<file path="src/rtl/mips_trace_pkg.sv">
// Shared types for the MIPS commit-trace capture buffer.
package mips_trace_pkg;

    typedef struct packed {
        logic [31:0] pc;
        logic [31:0] instr;
        logic        rf_we;
        logic [4:0]  rf_wa;
        logic [31:0] rf_wd;
        logic        memwrite;
        logic [31:0] dataadr;
        logic [31:0] writedata;
    } trace_entry_t;

    typedef enum logic [1:0] {
        TRIG_PC     = 2'd0,
        TRIG_MEMADR = 2'd1,
        TRIG_MANUAL = 2'd2,
        TRIG_RSVD   = 2'd3
    } trig_mode_e;

    typedef enum logic [1:0] {
        ST_IDLE  = 2'd0,
        ST_ARMED = 2'd1,
        ST_POST  = 2'd2,
        ST_DONE  = 2'd3
    } trace_state_e;

endpackage

</file>
<file path="src/rtl/trace_ram.sv">
// Trace storage: register array, one synchronous write port, one async read port.
module trace_ram
    import mips_trace_pkg::*;
#(
    parameter  int DEPTH = 16,
    localparam int AW    = $clog2(DEPTH)
) (
    input  logic         clk,
    input  logic         i_we,
    input  logic [AW-1:0] i_waddr,
    input  trace_entry_t i_wdata,
    input  logic [AW-1:0] i_raddr,
    output trace_entry_t o_rdata
);

    trace_entry_t r_mem [DEPTH];

    always_ff @(posedge clk) begin
        if (i_we) r_mem[i_waddr] <= i_wdata;
    end

    assign o_rdata = r_mem[i_raddr];

endmodule

</file>
<file path="src/rtl/commit_trace_buffer.sv">
// Commit-trace capture: circular buffer with post-trigger stop and
// oldest-first valid/ready drain.
module commit_trace_buffer
    import mips_trace_pkg::*;
#(
    parameter  int DEPTH = 16,
    parameter  int POST  = 8,
    parameter  int CNT_W = 32,
    localparam int AW    = $clog2(DEPTH)
) (
    input  logic             clk,
    input  logic             reset,
    input  logic             arm,
    input  logic             abort,
    input  logic [1:0]       trig_mode,
    input  logic [31:0]      trig_val,
    input  logic             trig_now,
    input  logic             cap_valid,
    input  logic [31:0]      pc,
    input  logic [31:0]      instr,
    input  logic             rf_we,
    input  logic [4:0]       rf_wa,
    input  logic [31:0]      rf_wd,
    input  logic             memwrite,
    input  logic [31:0]      dataadr,
    input  logic [31:0]      writedata,
    output logic             busy,
    output logic             triggered,
    output logic             done,
    output logic [AW:0]      count,
    output logic [AW-1:0]    trig_index,
    output logic [CNT_W-1:0] trig_cycles,
    output logic             rd_valid,
    input  logic             rd_ready,
    output trace_entry_t     rd_data,
    output logic             rd_last
);

    localparam logic [AW:0] FULL = (AW+1)'(DEPTH);

    trace_state_e r_state, w_state_nxt;
    logic [AW-1:0]    r_wr_ptr, r_trig_slot, r_post_cnt;
    logic [AW:0]      r_count, r_rd_idx;
    logic             r_triggered;
    logic [CNT_W-1:0] r_trig_cycles;

    trig_mode_e   w_mode;
    trace_entry_t w_entry, w_rd_entry;
    logic [AW-1:0] w_oldest, w_rd_addr;
    logic w_hit, w_arm_ok, w_capture, w_fire, w_beat;

    assign w_mode  = trig_mode_e'(trig_mode);
    assign w_entry = '{pc: pc, instr: instr, rf_we: rf_we, rf_wa: rf_wa,
                       rf_wd: rf_wd, memwrite: memwrite, dataadr: dataadr,
                       writedata: writedata};

    always_comb begin
        w_hit = 1'b0;
        unique case (w_mode)
            TRIG_PC:     w_hit = (pc == trig_val);
            TRIG_MEMADR: w_hit = memwrite && (dataadr == trig_val);
            TRIG_MANUAL: w_hit = trig_now;
            default:     w_hit = 1'b0;
        endcase
    end

    always_comb begin
        w_state_nxt = r_state;
        w_arm_ok    = 1'b0;
        w_capture   = 1'b0;
        w_fire      = 1'b0;
        if (abort) begin
            w_state_nxt = ST_IDLE;
        end else begin
            unique case (r_state)
                ST_IDLE: begin
                    if (arm) begin
                        w_arm_ok    = 1'b1;
                        w_state_nxt = ST_ARMED;
                    end
                end
                ST_ARMED: begin
                    w_capture = cap_valid;
                    if (cap_valid && w_hit) begin
                        w_fire      = 1'b1;
                        w_state_nxt = (POST == 0) ? ST_DONE : ST_POST;
                    end
                end
                ST_POST: begin
                    w_capture = cap_valid;
                    if (cap_valid && r_post_cnt == AW'(1)) w_state_nxt = ST_DONE;
                end
                ST_DONE: begin
                    if (arm) begin
                        w_arm_ok    = 1'b1;
                        w_state_nxt = ST_ARMED;
                    end else if (w_beat && rd_last) begin
                        w_state_nxt = ST_IDLE;
                    end
                end
                default: w_state_nxt = ST_IDLE;
            endcase
        end
    end

    always_ff @(posedge clk or negedge reset) begin
        if (!reset) r_state <= ST_IDLE;
        else        r_state <= w_state_nxt;
    end

    always_ff @(posedge clk or negedge reset) begin
        if (!reset) begin
            r_wr_ptr      <= '0;
            r_count       <= '0;
            r_triggered   <= 1'b0;
            r_trig_cycles <= '0;
            r_trig_slot   <= '0;
            r_post_cnt    <= '0;
            r_rd_idx      <= '0;
        end else if (w_arm_ok) begin
            r_wr_ptr      <= '0;
            r_count       <= '0;
            r_triggered   <= 1'b0;
            r_trig_cycles <= '0;
            r_trig_slot   <= '0;
            r_post_cnt    <= '0;
            r_rd_idx      <= '0;
        end else begin
            if (r_state == ST_ARMED && !abort && r_trig_cycles != '1)
                r_trig_cycles <= r_trig_cycles + CNT_W'(1);
            if (w_capture) begin
                r_wr_ptr <= r_wr_ptr + AW'(1);
                if (r_count != FULL) r_count <= r_count + (AW+1)'(1);
            end
            if (w_fire) begin
                r_triggered <= 1'b1;
                r_trig_slot <= r_wr_ptr;
                r_post_cnt  <= AW'(POST);
            end else if (w_capture && r_state == ST_POST) begin
                r_post_cnt <= r_post_cnt - AW'(1);
            end
            if (w_beat) r_rd_idx <= r_rd_idx + (AW+1)'(1);
        end
    end

    // Once the buffer has wrapped, the next write slot holds the oldest entry.
    assign w_oldest  = (r_count == FULL) ? r_wr_ptr : '0;
    assign w_rd_addr = w_oldest + r_rd_idx[AW-1:0];

    trace_ram #(.DEPTH(DEPTH)) u_ram (
        .clk     (clk),
        .i_we    (w_capture),
        .i_waddr (r_wr_ptr),
        .i_wdata (w_entry),
        .i_raddr (w_rd_addr),
        .o_rdata (w_rd_entry)
    );

    assign busy        = (r_state == ST_ARMED) || (r_state == ST_POST);
    assign done        = (r_state == ST_DONE);
    assign triggered   = r_triggered;
    assign count       = r_count;
    assign trig_cycles = r_trig_cycles;
    assign trig_index  = r_trig_slot - w_oldest;
    assign rd_valid    = done && (r_rd_idx < r_count);
    assign rd_last     = rd_valid && (r_rd_idx == r_count - (AW+1)'(1));
    assign rd_data     = rd_valid ? w_rd_entry : '0;
    assign w_beat      = rd_valid && rd_ready;

endmodule

</file>
<file path="config.mk">
export PLATFORM = sky130hd
export DESIGN_NAME = commit_trace_buffer
export DESIGN_NICKNAME = d
export VERILOG_FILES = /design/src/rtl/mips_trace_pkg.sv /design/src/rtl/trace_ram.sv /design/src/rtl/commit_trace_buffer.sv
export SDC_FILE = /design/constraint.sdc
export NUM_CORES = 2
export LEC_CHECK = 0
export ABC_AREA = 1
export CORE_MARGIN = 1
export CORE_UTILIZATION = 40
export CTS_BUF_LIST = sky130_fd_sc_hd__clkbuf_2 sky130_fd_sc_hd__clkbuf_4 sky130_fd_sc_hd__clkbuf_8
export CTS_CLUSTER_DIAMETER = 150
export CTS_CLUSTER_SIZE = 20
export DETAILED_ROUTE_END_ITERATION = 6
export SYNTH_ARGS = -nofsm -noshare
export SYNTH_HDL_FRONTEND = slang
export SYNTH_SLANG_ARGS = --single-unit
</file>
<file path="constraint.sdc">
create_clock -name clk -period 19.6 [get_ports clk]
set_clock_uncertainty 0.1 [all_clocks]
set_input_delay 5.88 -clock clk [delete_from_list [all_inputs] [get_ports clk]]
set_output_delay 5.88 -clock clk [all_outputs]
set_load 0.005 [all_outputs]
</file>
# Word-level counts from Yosys, hierarchy flattened
# Memory sizes are Yosys's and may differ from the RTL's.
# Cells that the tools add are included.
# op_classes
add_sub_neg,8
mux,36
order_cmp,1
reduce_logical,24
n_eq_ne,16
# op_table
op,n
2-to-1 mux 167 bit,1
== test 32 bit,2
2-to-1 mux 32 bit,2
"adder 32 x 1 -> 32 bit, second input constant",1
2-to-1 mux 4 bit,8
"inequality test 32 bit, second input constant",1
2-to-1 mux 5 bit,5
2-to-1 mux 1 bit,12
2-to-1 mux 2 bit,6
"adder 5 x 1 -> 5 bit, second input constant",2
logical AND 1 bit,10
nonzero test 2 bit,5
"inequality test 3 bit, second input constant",3
case mux 2 bit (4 select lines),1
"== test 2 bit, second input constant",3
== test 5 bit,1
"== test 5 bit, second input constant",1
less-than comparator 5 bit,1
"inequality test 5 bit, second input constant",1
"subtractor 5 x 1 -> 5 bit, second input constant",1
"adder 4 x 1 -> 4 bit, second input constant",1
adder 4 bit,1
"== test 2 x 1 -> 1 bit, second input constant",2
"== test 4 x 1 -> 1 bit, second input constant",1
other kinds (11),13
# word_totals
memories,1
output_inout_bits,213
ram_bits,2672
wordCells,94
inputBits,208
register_bits,57
# memory_table
name,depth,width,rd,rd_clocked_by_memory_dff,wr,line_no,text
u_ram.r_mem,16,167,1,0,1,trace_ram.sv:16,trace_entry_t r_mem [DEPTH];

# Depth between registers and ports, before layout
# depth
ltp_word,9
depth_mapped,17
ltp_nobuf,15

# Hierarchy
# A second synthesis with hierarchy kept.
# unflattened
cells_unflattened,11036
area_unflattened_um2,117375.1
# modules_own_cells
module,area_each_um2,cells_per_inst,n_inst,seq_area_each_um2
trace_ram,111429.4,9999,1,80237.0
commit_trace_buffer,5945.7,1037,1,1426.4

# Worst setup path after synthesis
# Ideal clock, no wire load.
# synth_timing
path_type,input-to-reg
start,input abort
end,memory u_ram.r_mem[11][0] (netlist name) (enable)
setup_ns,0.697
n_path_buf,0
required_ns,18.803
slack_ns,5.466
cell_stages,5
arrival_time_ns,13.337
path_cell_list,nor2_1 nand2_1 inv_1 nand2_1 nor2_1
# synth_via
elab_chain_len,3
# synth_rtl
element,line_no,text
"start, declared",commit_trace_buffer.sv:14,"input logic abort,"
2-to-1 mux 1 bit,commit_trace_buffer.sv:72,if (abort) begin
2-to-1 mux 1 bit,trace_ram.sv:19,if (i_we) r_mem[i_waddr] <= i_wdata;
2-to-1 mux 1 bit (implied by the code),trace_ram.sv:19,
"end, declared",trace_ram.sv:16,
# Every way passes these cells.

==> flow_summary.ini <==
[clocking]
clockRootBuffer = clkbuf_8
cts_tree = done
numCtsBuffers = 154
cts_setup_buffers = 0
insertion_delay_ns = 1.03
htreeDepth = 4
cts_hold_buf = 0
cts.sinks = 2729
cts.repair.resized = 0
clk_pin_slew_ns = 0.14
cts.path.max_buffers = 3

[timing]
hold_violations = 0
fin_crit_sh = 0.724
timing.final.max_slew_violations = 0
tightest_slew_ns = 1.29
hold_ws_ns = 0.426
fin_crit_ns = 14.20
max_freq_mhz = 70.4
setup_ws_ns = 5.40
tns_ns = 0
rsz0062_at_grt = false
slew_headroom = 0.141
final-setup-viol-count = 0

[logic_synthesis]
syn_area_um2 = 109000
ys.flop_type = edfxtp_1
synth_top_area_cell = edfxtp_1
synth_nets = 8407
synth_top_area_share = 0.738
yosysSeqAreaShare = 0.751
synth_seq_cells = 2729
synth_area_leaders = edfxtp_1, nand2_1, a21oi_1
async_reset_ff_frac = 0.0209
synth_edf_count = 2672
syn_inst = 8171
synth_warnings = 0
yosysUniqueCellTypes = 43
synth.avg_cell_area_um2 = 13.3

[worst_setup_path]
reg2reg_slack_ns = 14.60
crit_family = buffers and inverters
cp_common_cell = buf_4
critPathCaptureType = primary output
crit_arrival_ns = 8.22
crit_slowest_cell = buf_4
cp_max_fo = 189
max_stage_delay_ns = 1.01
worst_r2r_endpoint = u_ram.r_mem[7][164]
start_kind = register
crit_buf_inv = 6
path_class = reg -> out
r2r_cells = 11
path_cells = inv_1 -> ha_1 -> nand4_4 -> nor2_1 -> ha_4 -> buf_4 -> buf_4 -> buf_12 -> buf_4 -> nor2_1 -> o221ai_1 -> nand2_1 -> a211oi_1 -> clkdlybuf4s50_1
reg2reg_from = r_state[0]
startpoint = count[0]
cp.required_ns = 13.62

[placement]
gp_congestion = 0.807
dp.cells = 11700
dp_slack_ns = 6.63
io_buffers = 420
dp_hpwl_um = 162000

[global_route]
antenna_found_initial = 74
grt_usage = 0.225
grt_max_degree = 215
grt_pass1_vias = 65500
grt-ovfl-total = 0
grt_pass1_wl_um = 454000

[finish]
drive_gt1_frac = 0.0411
multi_input_area_um2 = 24400
fin_util = 0.440
final_cell_mix = edfxtp_1, nand2_1, a21oi_1
stdcell_count = 11900
regArea_um2 = 81700
syn2layout_area_growth_pct = 9.34
layout_commonest_cell = edfxtp_1
fill_cells = 24300
layout.nets = 8532

[run]
max_cap_violations = 0

[drt]
drt_wl_total_um = 316000
avgViaCountPerCell = 5.79
wl_per_cell_um = 26.5
drt-initial-drc-count = 7131
drc = 0
first_pass_iters = 6
via_count = 69100
ant_nets = 0

[hold_path]
holdPathEnd = triggered
whs_path_depth = 2
hold_path.class = reg -> reg
hold_start = triggered

[floorplan]
dieHeight_um = 523
die-area_um2 = 274000
start_util = 0.402
die_w_um = 523
core_um2 = 271000
std_cell_rows = 191
ioPinCount = 421

[pwr]
p_per_area_nw_per_um2 = 103
max-vdd-ir-drop_uv = 83.2
leakage_uw = 0.0378

[status]
status = finished, final reports clean
## worst max-delay path by stage
stage | end | slack [ns] | cells after the start
after floorplan | u_ram.r_mem[11][0] | 5.47 | 5
after global placement | rd_data[147] | 6.71 | 14
after detailed placement | rd_data[147] | 6.63 | 14
after CTS | rd_data[147] | 5.39 | 14
after global routing | rd_data[147] | 5.04 | 14
final | rd_data[147] | 5.40 | 14
## tightest hold or removal path, stage by stage, from the launching register on
cell and delay, ns:
dfrtp_1 0.39, nand2_1 0.06, nand2_1 0.05
## power by group
| group | switching (uW) | internal [uW] | leakage, uW |
|---|---|---|---|
| combinational | 2160 | 1080 | 0.0118 |
| clock | 1730 | 764 | 0.00123 |
| sequential | 35.4 | 6520 | 0.0248 |
## logic make-up (layout without fill, tap and decap cells)
family / count (synthesis) / in the layout / synth area share
adder cells (fa/ha/maj): 28 / 28 / 0.00336
buffers and inverters: 702 / 850 / 0.0262
flip-flops: 2729 / 2729 / 0.751
other: 0 / 36 / 0
AND/OR/NAND/NOR: 2715 / 2715 / 0.0986
XOR/XNOR: 49 / 49 / 0.00408
AO/OA/AOI/OAI: 1948 / 1948 / 0.117
## cell usage after synthesis (all sizes together) (87+ instances only)
cell    instances
o221ai         87
nor2          560
nand2        1787
a221oi        117
edfxtp       2672
clkbuf        371
a32o          251
inv           123
nand3         257
buf           207
o21ai         407
a21oi         756
## final cells by class
class,instances,share of cell area
sequential,2729,0.687
multi-input combinational,4740,0.205
timing repair buffer,547,0.0453
tap,3570,0.0376
clock buffer,163,0.0184
inverter,124,0.00412
clock inverter,16,0.00174
antenna,36,0.000758
## per-layer routing
layer / track usage / routed length [um]
met1: 0.309 / 134000
met2: 0.361 / 149000
met3: 0.0339 / 21000
met4: 0.0868 / 11700
met5: 0 / 229
## registers in the layout, summed over array words and instances, names as in the netlist
| name | cells |
|---|---|
| trig_cycles | 32 |
| r_trig_slot | 4 |
| r_rd_idx | 5 |
| count | 5 |
| r_wr_ptr | 4 |
| r_post_cnt | 4 |
| triggered | 1 |
| r_state | 2 |
| u_ram.r_mem | 2672 |
## metrics by stage
stage                     total power (uW)  cell area, um^2
after floorplan                       8980           109000
after global placement                9840           116000
after detailed placement              9910           116000
after CTS                            12400           119000
after global routing                 12900           119000
final                                12300           119000
(Power assumes the default switching activity.)
